**src/rtl/uart_pkg.sv**
```systemverilog
// uart_pkg: shared encodings for uart_fifo.
//   Parity selector values, RX/TX state enums, RX FIFO entry layout and a
//   helper that builds the data-bit mask for 5..8 bit frames.
package uart_pkg;

  localparam int unsigned PAR_NONE = 0;
  localparam int unsigned PAR_ODD  = 1;
  localparam int unsigned PAR_EVEN = 2;

  typedef enum logic [2:0] {
    RX_IDLE,
    RX_START,
    RX_DATA,
    RX_PARITY,
    RX_STOP
  } rx_state_t;

  typedef enum logic [2:0] {
    TX_IDLE,
    TX_START,
    TX_DATA,
    TX_PARITY,
    TX_STOP
  } tx_state_t;

  // One received frame as stored in the RX FIFO.
  typedef struct packed {
    logic [7:0] data;
    logic       ferr;
    logic       perr;
  } rx_entry_t;

  function automatic logic [7:0] data_mask(input int unsigned nbits);
    return 8'((16'd1 << nbits) - 16'd1);
  endfunction

endpackage

```
**src/rtl/sync_fifo.sv**
```systemverilog
// sync_fifo: single-clock show-ahead FIFO, binary pointers with a wrap bit.
//   clk, reset : clock, asynchronous active-high reset (empties the FIFO)
//   push, din  : write request and data; dropped when full unless popping too
//   pop        : read request; ignored when empty
//   dout       : current head entry
//   full/empty : occupancy flags derived from the pointers
module sync_fifo #(
  parameter int unsigned width = 8,
  parameter int unsigned depth = 16
) (
  input  logic             clk,
  input  logic             reset,
  input  logic             push,
  input  logic             pop,
  input  logic [width-1:0] din,
  output logic [width-1:0] dout,
  output logic             full,
  output logic             empty
);

  localparam int unsigned AW = $clog2(depth);

  logic [width-1:0] mem [depth];
  logic [AW:0]      wr_ptr;
  logic [AW:0]      rd_ptr;
  logic             do_push;
  logic             do_pop;

  assign empty   = (wr_ptr == rd_ptr);
  assign full    = (wr_ptr[AW-1:0] == rd_ptr[AW-1:0]) && (wr_ptr[AW] != rd_ptr[AW]);
  assign do_pop  = pop && !empty;
  // A pop in the same cycle frees the slot, so a full FIFO still accepts the push.
  assign do_push = push && (!full || do_pop);
  assign dout    = mem[rd_ptr[AW-1:0]];

  // Storage array, no reset needed.
  always_ff @(posedge clk) begin
    if (do_push) mem[wr_ptr[AW-1:0]] <= din;
  end

  // Pointer update.
  always_ff @(posedge clk or posedge reset) begin
    if (reset) begin
      wr_ptr <= '0;
      rd_ptr <= '0;
    end else begin
      if (do_push) wr_ptr <= wr_ptr + {{AW{1'b0}}, 1'b1};
      if (do_pop)  rd_ptr <= rd_ptr + {{AW{1'b0}}, 1'b1};
    end
  end

endmodule

```
**src/rtl/uart_fifo.sv**
```systemverilog
// uart_fifo: full-duplex UART with 16x oversampled RX and TX/RX FIFOs.
//   clk, reset          : clock, asynchronous active-high reset
//   uart_rxd / uart_txd : serial in (asynchronous) / serial out (idle high)
//   tx_data, tx_wr      : byte push into TX FIFO; tx_full, tx_busy status
//   rx_data, rx_avail   : show-ahead head of RX FIFO; rx_ack pops it
//   rx_error, rx_perr   : framing / parity error of the head entry
//   rx_overrun          : sticky frame-dropped flag, cleared by rx_ack
module uart_fifo
  import uart_pkg::*;
#(
  parameter int unsigned freq_hz    = 50000000,
  parameter int unsigned baud       = 115200,
  parameter int unsigned data_bits  = 8,
  parameter int unsigned parity     = 0,
  parameter int unsigned stop_bits  = 1,
  parameter int unsigned fifo_depth = 16
) (
  input  logic       clk,
  input  logic       reset,
  input  logic       uart_rxd,
  output logic       uart_txd,
  input  logic [7:0] tx_data,
  input  logic       tx_wr,
  output logic       tx_full,
  output logic       tx_busy,
  output logic [7:0] rx_data,
  output logic       rx_avail,
  input  logic       rx_ack,
  output logic       rx_error,
  output logic       rx_perr,
  output logic       rx_overrun
);

  localparam int unsigned DIV      = freq_hz / (16 * baud);
  localparam int unsigned TICK_W   = (DIV > 1) ? $clog2(DIV) : 1;
  localparam int unsigned BIT_CLKS = 16 * DIV;
  localparam int unsigned BIT_W    = $clog2(BIT_CLKS);
  localparam logic [7:0]  DMASK    = data_mask(data_bits);
  localparam logic        PAR_EN   = (parity != PAR_NONE);
  localparam logic        PAR_INV  = (parity == PAR_ODD);
  localparam logic        TWO_STOP = (stop_bits == 2);

  // Oversample tick generator.
  logic [TICK_W-1:0] tick_cnt;
  logic              tick16;

  assign tick16 = (tick_cnt == TICK_W'(DIV - 1));

  always_ff @(posedge clk or posedge reset) begin
    if (reset)       tick_cnt <= '0;
    else if (tick16) tick_cnt <= '0;
    else             tick_cnt <= tick_cnt + TICK_W'(1);
  end

  // RX synchroniser plus one delay stage for falling-edge detection.
  logic rx_s1, rx_s2, rx_prev, rx_fall;

  always_ff @(posedge clk or posedge reset) begin
    if (reset) begin
      rx_s1   <= 1'b1;
      rx_s2   <= 1'b1;
      rx_prev <= 1'b1;
    end else begin
      rx_s1   <= uart_rxd;
      rx_s2   <= rx_s1;
      rx_prev <= rx_s2;
    end
  end

  assign rx_fall = rx_prev & ~rx_s2;

  // RX FSM: start sampled on the 8th tick, every later bit 16 ticks on.
  rx_state_t  rx_state;
  logic [3:0] rx_sub;
  logic [2:0] rx_bit;
  logic [7:0] rx_shreg;
  logic       rx_parbit;
  logic       rx_sample;
  logic       rx_push;
  logic       rx_pop;
  logic       rx_full;
  logic       rx_empty;
  rx_entry_t  rx_entry;
  rx_entry_t  rx_head;

  assign rx_sample = tick16 && (rx_sub == ((rx_state == RX_START) ? 4'd7 : 4'd15));
  assign rx_push   = (rx_state == RX_STOP) && rx_sample;

  always_ff @(posedge clk or posedge reset) begin
    if (reset) begin
      rx_state  <= RX_IDLE;
      rx_sub    <= 4'd0;
      rx_bit    <= 3'd0;
      rx_shreg  <= 8'd0;
      rx_parbit <= 1'b0;
    end else begin
      if (rx_state != RX_IDLE && tick16)
        rx_sub <= rx_sample ? 4'd0 : rx_sub + 4'd1;
      unique case (rx_state)
        RX_IDLE: begin
          if (rx_fall) begin
            rx_state <= RX_START;
            rx_sub   <= 4'd0;
            rx_bit   <= 3'd0;
            rx_shreg <= 8'd0;
          end
        end
        RX_START: begin
          if (rx_sample) rx_state <= rx_s2 ? RX_IDLE : RX_DATA;
        end
        RX_DATA: begin
          if (rx_sample) begin
            rx_shreg[rx_bit] <= rx_s2;
            if (rx_bit == 3'(data_bits - 1)) rx_state <= PAR_EN ? RX_PARITY : RX_STOP;
            else                             rx_bit   <= rx_bit + 3'd1;
          end
        end
        RX_PARITY: begin
          if (rx_sample) begin
            rx_parbit <= rx_s2;
            rx_state  <= RX_STOP;
          end
        end
        RX_STOP: begin
          if (rx_sample) rx_state <= RX_IDLE;
        end
        default: rx_state <= RX_IDLE;
      endcase
    end
  end

  assign rx_entry.data = rx_shreg;
  assign rx_entry.ferr = ~rx_s2;
  assign rx_entry.perr = PAR_EN && (rx_parbit != ((^rx_shreg) ^ PAR_INV));
  assign rx_pop        = rx_ack && !rx_empty;

  sync_fifo #(.width(10), .depth(fifo_depth)) u_rx_fifo (
    .clk   (clk),
    .reset (reset),
    .push  (rx_push),
    .pop   (rx_ack),
    .din   (rx_entry),
    .dout  (rx_head),
    .full  (rx_full),
    .empty (rx_empty)
  );

  // Overrun only when the full FIFO is not being popped in the same cycle.
  always_ff @(posedge clk or posedge reset) begin
    if (reset)                              rx_overrun <= 1'b0;
    else if (rx_push && rx_full && !rx_pop) rx_overrun <= 1'b1;
    else if (rx_pop)                        rx_overrun <= 1'b0;
  end

  assign rx_avail = !rx_empty;
  assign rx_data  = rx_avail ? rx_head.data : 8'd0;
  assign rx_error = rx_avail && rx_head.ferr;
  assign rx_perr  = rx_avail && rx_head.perr;

  // TX FIFO and shifter.
  tx_state_t        tx_state;
  logic [BIT_W-1:0] tx_cnt;
  logic [2:0]       tx_bit;
  logic             tx_stop;
  logic [7:0]       tx_shreg;
  logic             tx_par;
  logic [7:0]       tx_head;
  logic             tx_empty;
  logic             tx_bit_end;
  logic             tx_last_stop;
  logic             tx_pop;

  sync_fifo #(.width(8), .depth(fifo_depth)) u_tx_fifo (
    .clk   (clk),
    .reset (reset),
    .push  (tx_wr && !tx_full),
    .pop   (tx_pop),
    .din   (tx_data & DMASK),
    .dout  (tx_head),
    .full  (tx_full),
    .empty (tx_empty)
  );

  assign tx_bit_end   = (tx_cnt == BIT_W'(BIT_CLKS - 1));
  assign tx_last_stop = !TWO_STOP || tx_stop;
  // Load from IDLE, or chain straight into the next frame at the end of STOP.
  assign tx_pop = !tx_empty &&
                  ((tx_state == TX_IDLE) ||
                   (tx_state == TX_STOP && tx_bit_end && tx_last_stop));

  // TX FSM; line and busy are registered from the current state, so both lag it by one cycle.
  always_ff @(posedge clk or posedge reset) begin
    if (reset) begin
      tx_state <= TX_IDLE;
      tx_cnt   <= '0;
      tx_bit   <= 3'd0;
      tx_stop  <= 1'b0;
      tx_shreg <= 8'd0;
      tx_par   <= 1'b0;
      uart_txd <= 1'b1;
      tx_busy  <= 1'b0;
    end else begin
      tx_busy <= (tx_state != TX_IDLE) || !tx_empty;
      unique case (tx_state)
        TX_START:  uart_txd <= 1'b0;
        TX_DATA:   uart_txd <= tx_shreg[tx_bit];
        TX_PARITY: uart_txd <= tx_par;
        default:   uart_txd <= 1'b1;
      endcase
      if (tx_state != TX_IDLE)
        tx_cnt <= tx_bit_end ? '0 : tx_cnt + BIT_W'(1);
      if (tx_pop) begin
        tx_shreg <= tx_head;
        tx_par   <= (^tx_head) ^ PAR_INV;
        tx_state <= TX_START;
        tx_cnt   <= '0;
      end else begin
        unique case (tx_state)
          TX_START: begin
            if (tx_bit_end) begin
              tx_state <= TX_DATA;
              tx_bit   <= 3'd0;
              tx_stop  <= 1'b0;
            end
          end
          TX_DATA: begin
            if (tx_bit_end) begin
              if (tx_bit == 3'(data_bits - 1)) tx_state <= PAR_EN ? TX_PARITY : TX_STOP;
              else                             tx_bit   <= tx_bit + 3'd1;
            end
          end
          TX_PARITY: begin
            if (tx_bit_end) tx_state <= TX_STOP;
          end
          TX_STOP: begin
            if (tx_bit_end) begin
              if (tx_last_stop) tx_state <= TX_IDLE;
              else              tx_stop  <= 1'b1;
            end
          end
          default: tx_state <= TX_IDLE;
        endcase
      end
    end
  end

endmodule

```
**config.mk**
```make
export PLATFORM = sky130hd
export DESIGN_NAME = uart_fifo
export DESIGN_NICKNAME = d
export VERILOG_FILES = /design/src/rtl/uart_pkg.sv /design/src/rtl/sync_fifo.sv /design/src/rtl/uart_fifo.sv
export SDC_FILE = /design/constraint.sdc
export NUM_CORES = 1
export LEC_CHECK = 0
export ABC_AREA = 1
export CORE_MARGIN = 4
export CORE_UTILIZATION = 55
export CTS_CLUSTER_DIAMETER = 200
export DETAILED_ROUTE_END_ITERATION = 8
export PLACE_DENSITY_LB_ADDON = 0.05
export SYNTH_ARGS = -nofsm -noshare
export SYNTH_HDL_FRONTEND = slang
export SYNTH_HIERARCHICAL = 1
export SYNTH_SLANG_ARGS = --single-unit
export TNS_END_PERCENT = 50
```
**constraint.sdc**
```tcl
create_clock -name clk -period 2.5 [get_ports clk]
set_clock_uncertainty 0.1 [all_clocks]
set_input_delay 0.375 -clock clk [delete_from_list [all_inputs] [get_ports clk]]
set_output_delay 0.375 -clock clk [all_outputs]
set_load 0.02 [all_outputs]
```
==> qor.csv <==
metric,value,unit
synth.distinct_cells,43,
grt_pass1_wl,57.7,mm
cell_internal_pwr,11.9,mW
maxSlewViolCount,0,
fin_area,0.0189,mm2
fmax,0.375,GHz
layout_min_cycle_time,2660,ps
viasPerCell,5.37,
dp_hpwl,22.7,mm
place_congestion,0.827,
r2r_setup_slack,160,ps
critPathBufInv,4,
worst_setup_path_start_kind,register,
reg2reg_to,u_tx_fifo/mem[5][4],
power_density,932,mW/mm2
numCtsBuffers,38,
die_width,178,um
rows,62,
grt_max_degree,68,
cp-end-kind,output port,
start_util,0.557,
reg2reg_depth,12,
synth.yosys.warnings,6,
port-buffer-count,27,
netlist_area,0.0160,mm2
synth_top_cell_by_area,edfxtp_1,
pin_count,28,
die-area,0.0319,mm2
arrival,2190,ps
regToRegStartpoint,u_tx_fifo/wr_ptr[4],
syn_to_final_growth,18.0,%
hold_start,uart_rxd,
layout-drive-gt1-share,0.140,
clockPowerShare,0.314,
vias,11094,
slowest_stage,dfrtp_2,
ant_nets,0,
hold_viol,0,
path_delay_family,buffers and inverters,
path_cells,"buf_8, clkbuf_16, o21ai_1, o211ai_1, nand3_1, nand2_1, inv_1, nor2_1, buf_4",
htree_levels,2,
wl_per_cell,17.6,um
ff_latch_area,0.0105,mm2
cts.clk_slew.worst_paths,60,ps
slew_headroom,0.484,
rsz0062_at_grt,yes,
grtUsageTotal,0.232,
cts_tree,done,
p_seq_frac,0.411,
cts_root_buffer,clkbuf_16,
placed_area,0.0173,mm2
synth_top_area_frac,0.541,
whs_path_depth,1,
critical_path.max_stage_delay,450,ps
cts_buffer_depth,3,
clkLatencyLatePin,520,ps
drc,0,
setup_viol,10,
critPathKind,register to output port,
status,"complete, but fails checks",
cts_num_sinks,361,
avgSynthCellArea,10.4,um2
multi_input_area,0.00495,mm2
fillerInstances,2274,
cp.required,2030,ps
maxCapViolCount,0,
ir_worst_vdd,0.00102,V
final.setup.tns,-1290,ps
ys_seq_area_frac,0.656,
nNetsFinal,1685,
setup_slack,-164,ps
cts-hold-fix-buffers,0,
fin_crit_sh,1.07,
syn_inst,1543,
power_leakage,7.43,nW
grt_pass1_vias,10796,
dr.pass1.iters,5,
switchingPower,5.64,mW
holdPathEnd,rx_s1,
synth-seq-cells,361,
hp-class,primary input to register,
drt_iter0_drc,887,
insertedDiodeCount,0,
antenna_found_initial,0,
drt_wl_total,36.4,mm
swShare,0.321,
violations,negative setup slack,
die_y,178,um
worstMarginPinSlew,774,ps
power_frac_comb,0.275,
ys_top_cells_by_area,"edfxtp_1 54%, dfrtp_1 11%, nand2_1 7.6%",
overflow,0,
cp_max_fo,10,
core_area,0.0287,mm2
cell usage after synthesis:
library cell    n
nand2_1       322
edfxtp_1      288
nor2_1        285
o21ai_0       177
inv_1         102
dfrtp_1        69
nand3_1        63
clkbuf_1       38
o211ai_1       38
ha_1           18
o22ai_1        18
buf_2          17
xnor2_1        12
xor2_1         12
inv_2           8
o21ai_1         7
a21oi_1         5
buf_4           5
nand2_2         5
nand4_1         5
nor3_1          5
buf_6           4
dfstp_2         4
nand2_4         4
nand3_2         4
or2_2           4
nor2_2          3
nor2_4          3
o21ai_2         3
buf_1           2
a21boi_0        1
a21o_1          1
buf_8           1
clkinv_1        1
clkinv_4        1
conb_1          1
inv_4           1
nand3b_1        1
nand4_2         1
nand4_4         1
nor3_4          1
o21bai_1        1
or2_1           1
per-stage QoR:
step	total power [mW]	setup slack (ps)	hold slack [ps]	std cells	util
6_report	17.6	-164	164	2067	0.657
5_1_grt	18.6	-300	152	2067	0.657
4_1_cts	17.6	-182	144	2059	0.649
3_5_place_dp	12.0	-67.3	247	1982	0.603
3_3_place_gp	11.9	-74.9	247	1982	0.603
2_1_floorplan	10.7	-147	115	1558	-
worst max-delay path by stage:
| stage | from | to | slack [ps] | cells past startpoint |
|---|---|---|---|---|
| after global placement | u_rx_fifo/rd_ptr[0] | rx_data[3] | -70 | 10 |
| after global routing | u_rx_fifo/rd_ptr[0] | rx_perr | -300 | 11 |
| after CTS | u_rx_fifo/rd_ptr[0] | rx_perr | -180 | 11 |
| after detailed placement | u_rx_fifo/rd_ptr[0] | rx_data[3] | -70 | 10 |
| after floorplan | u_tx_fifo/wr_ptr[4] | u_tx_fifo/mem[12][0] | -150 | 13 |
| final | u_rx_fifo/rd_ptr[0] | rx_data[5] | -160 | 9 |
metal layers:
layer  GRT usage  share of wire
met1       0.313           0.43
met2       0.394           0.49
met3      0.0331          0.049
met4      0.0704          0.030
met5           0              0
final cells by class:
cell class | count | share of cell area
clock buffer | 46 | 0.0531
clock inverter | 23 | 0.0120
inverter | 113 | 0.0232
multi-input combinational | 1017 | 0.262
sequential | 361 | 0.556
tap | 384 | 0.0255
timing repair buffer | 123 | 0.0682
logic make-up (layout without fill, tap and decap cells):
logic type      after synthesis  after routing  share of synthesized area
xor+xnor                     24             24                     0.0132
buf+inv                     180            305                     0.0478
fa+ha+maj                    18             18                     0.0141
flops                       361            361                      0.656
compound gates              251            251                     0.0871
simple gates                708            708                      0.182
other cells                   1             16                   0.000235
flip-flops by register name, indices dropped and copies added, names as in the netlist, 3 cells and up:
signal	cells
tx_shreg	8
u_rx_fifo/wr_ptr	5
tick_cnt	5
rx_state	3
u_tx_fifo/rd_ptr	5
tx_state	3
rx_bit	3
u_rx_fifo/mem	160
u_tx_fifo/mem	128
tx_cnt	9
rx_shreg	8
tx_bit	3
u_tx_fifo/wr_ptr	5
rx_sub	4
u_rx_fifo/rd_ptr	5
power by group through the flow:
stage,logic (mW),clock network [mW],registers (mW)
after floorplan,3.38,0,7.29
after global placement,4.57,0,7.33
after detailed placement,4.68,0,7.34
after CTS,4.71,5.63,7.22
after global routing,5.47,5.90,7.27
final,4.84,5.52,7.23
cell usage in the layout, fill, tap and decap left out, drive strengths merged, types with 4 or more instances in the layout:
cell type	count
clkbuf	52
clkinv	16
o22ai	18
xor2	12
conb	16
o21ai	187
o211ai	38
or2	5
dfrtp	69
clkinvlp	4
nand3	67
nand4	7
ha	18
a21oi	5
inv	112
dfstp	4
buf	102
bufinv	4
xnor2	12
clkdlybuf4s50	15
nor3	6
nand2	331
edfxtp	288
nor2	291
repair_timing:
item | in CTS | in global routing
hold endpoints to repair | 0 | 0
setup endpoints to repair | 12 | 141
resized for setup | 82 | 43
buffers inserted | 6 | 6
cloned | 2 | 4
pin swaps | 18 | 22
Note: power is estimated with default switching activity, not from simulation.
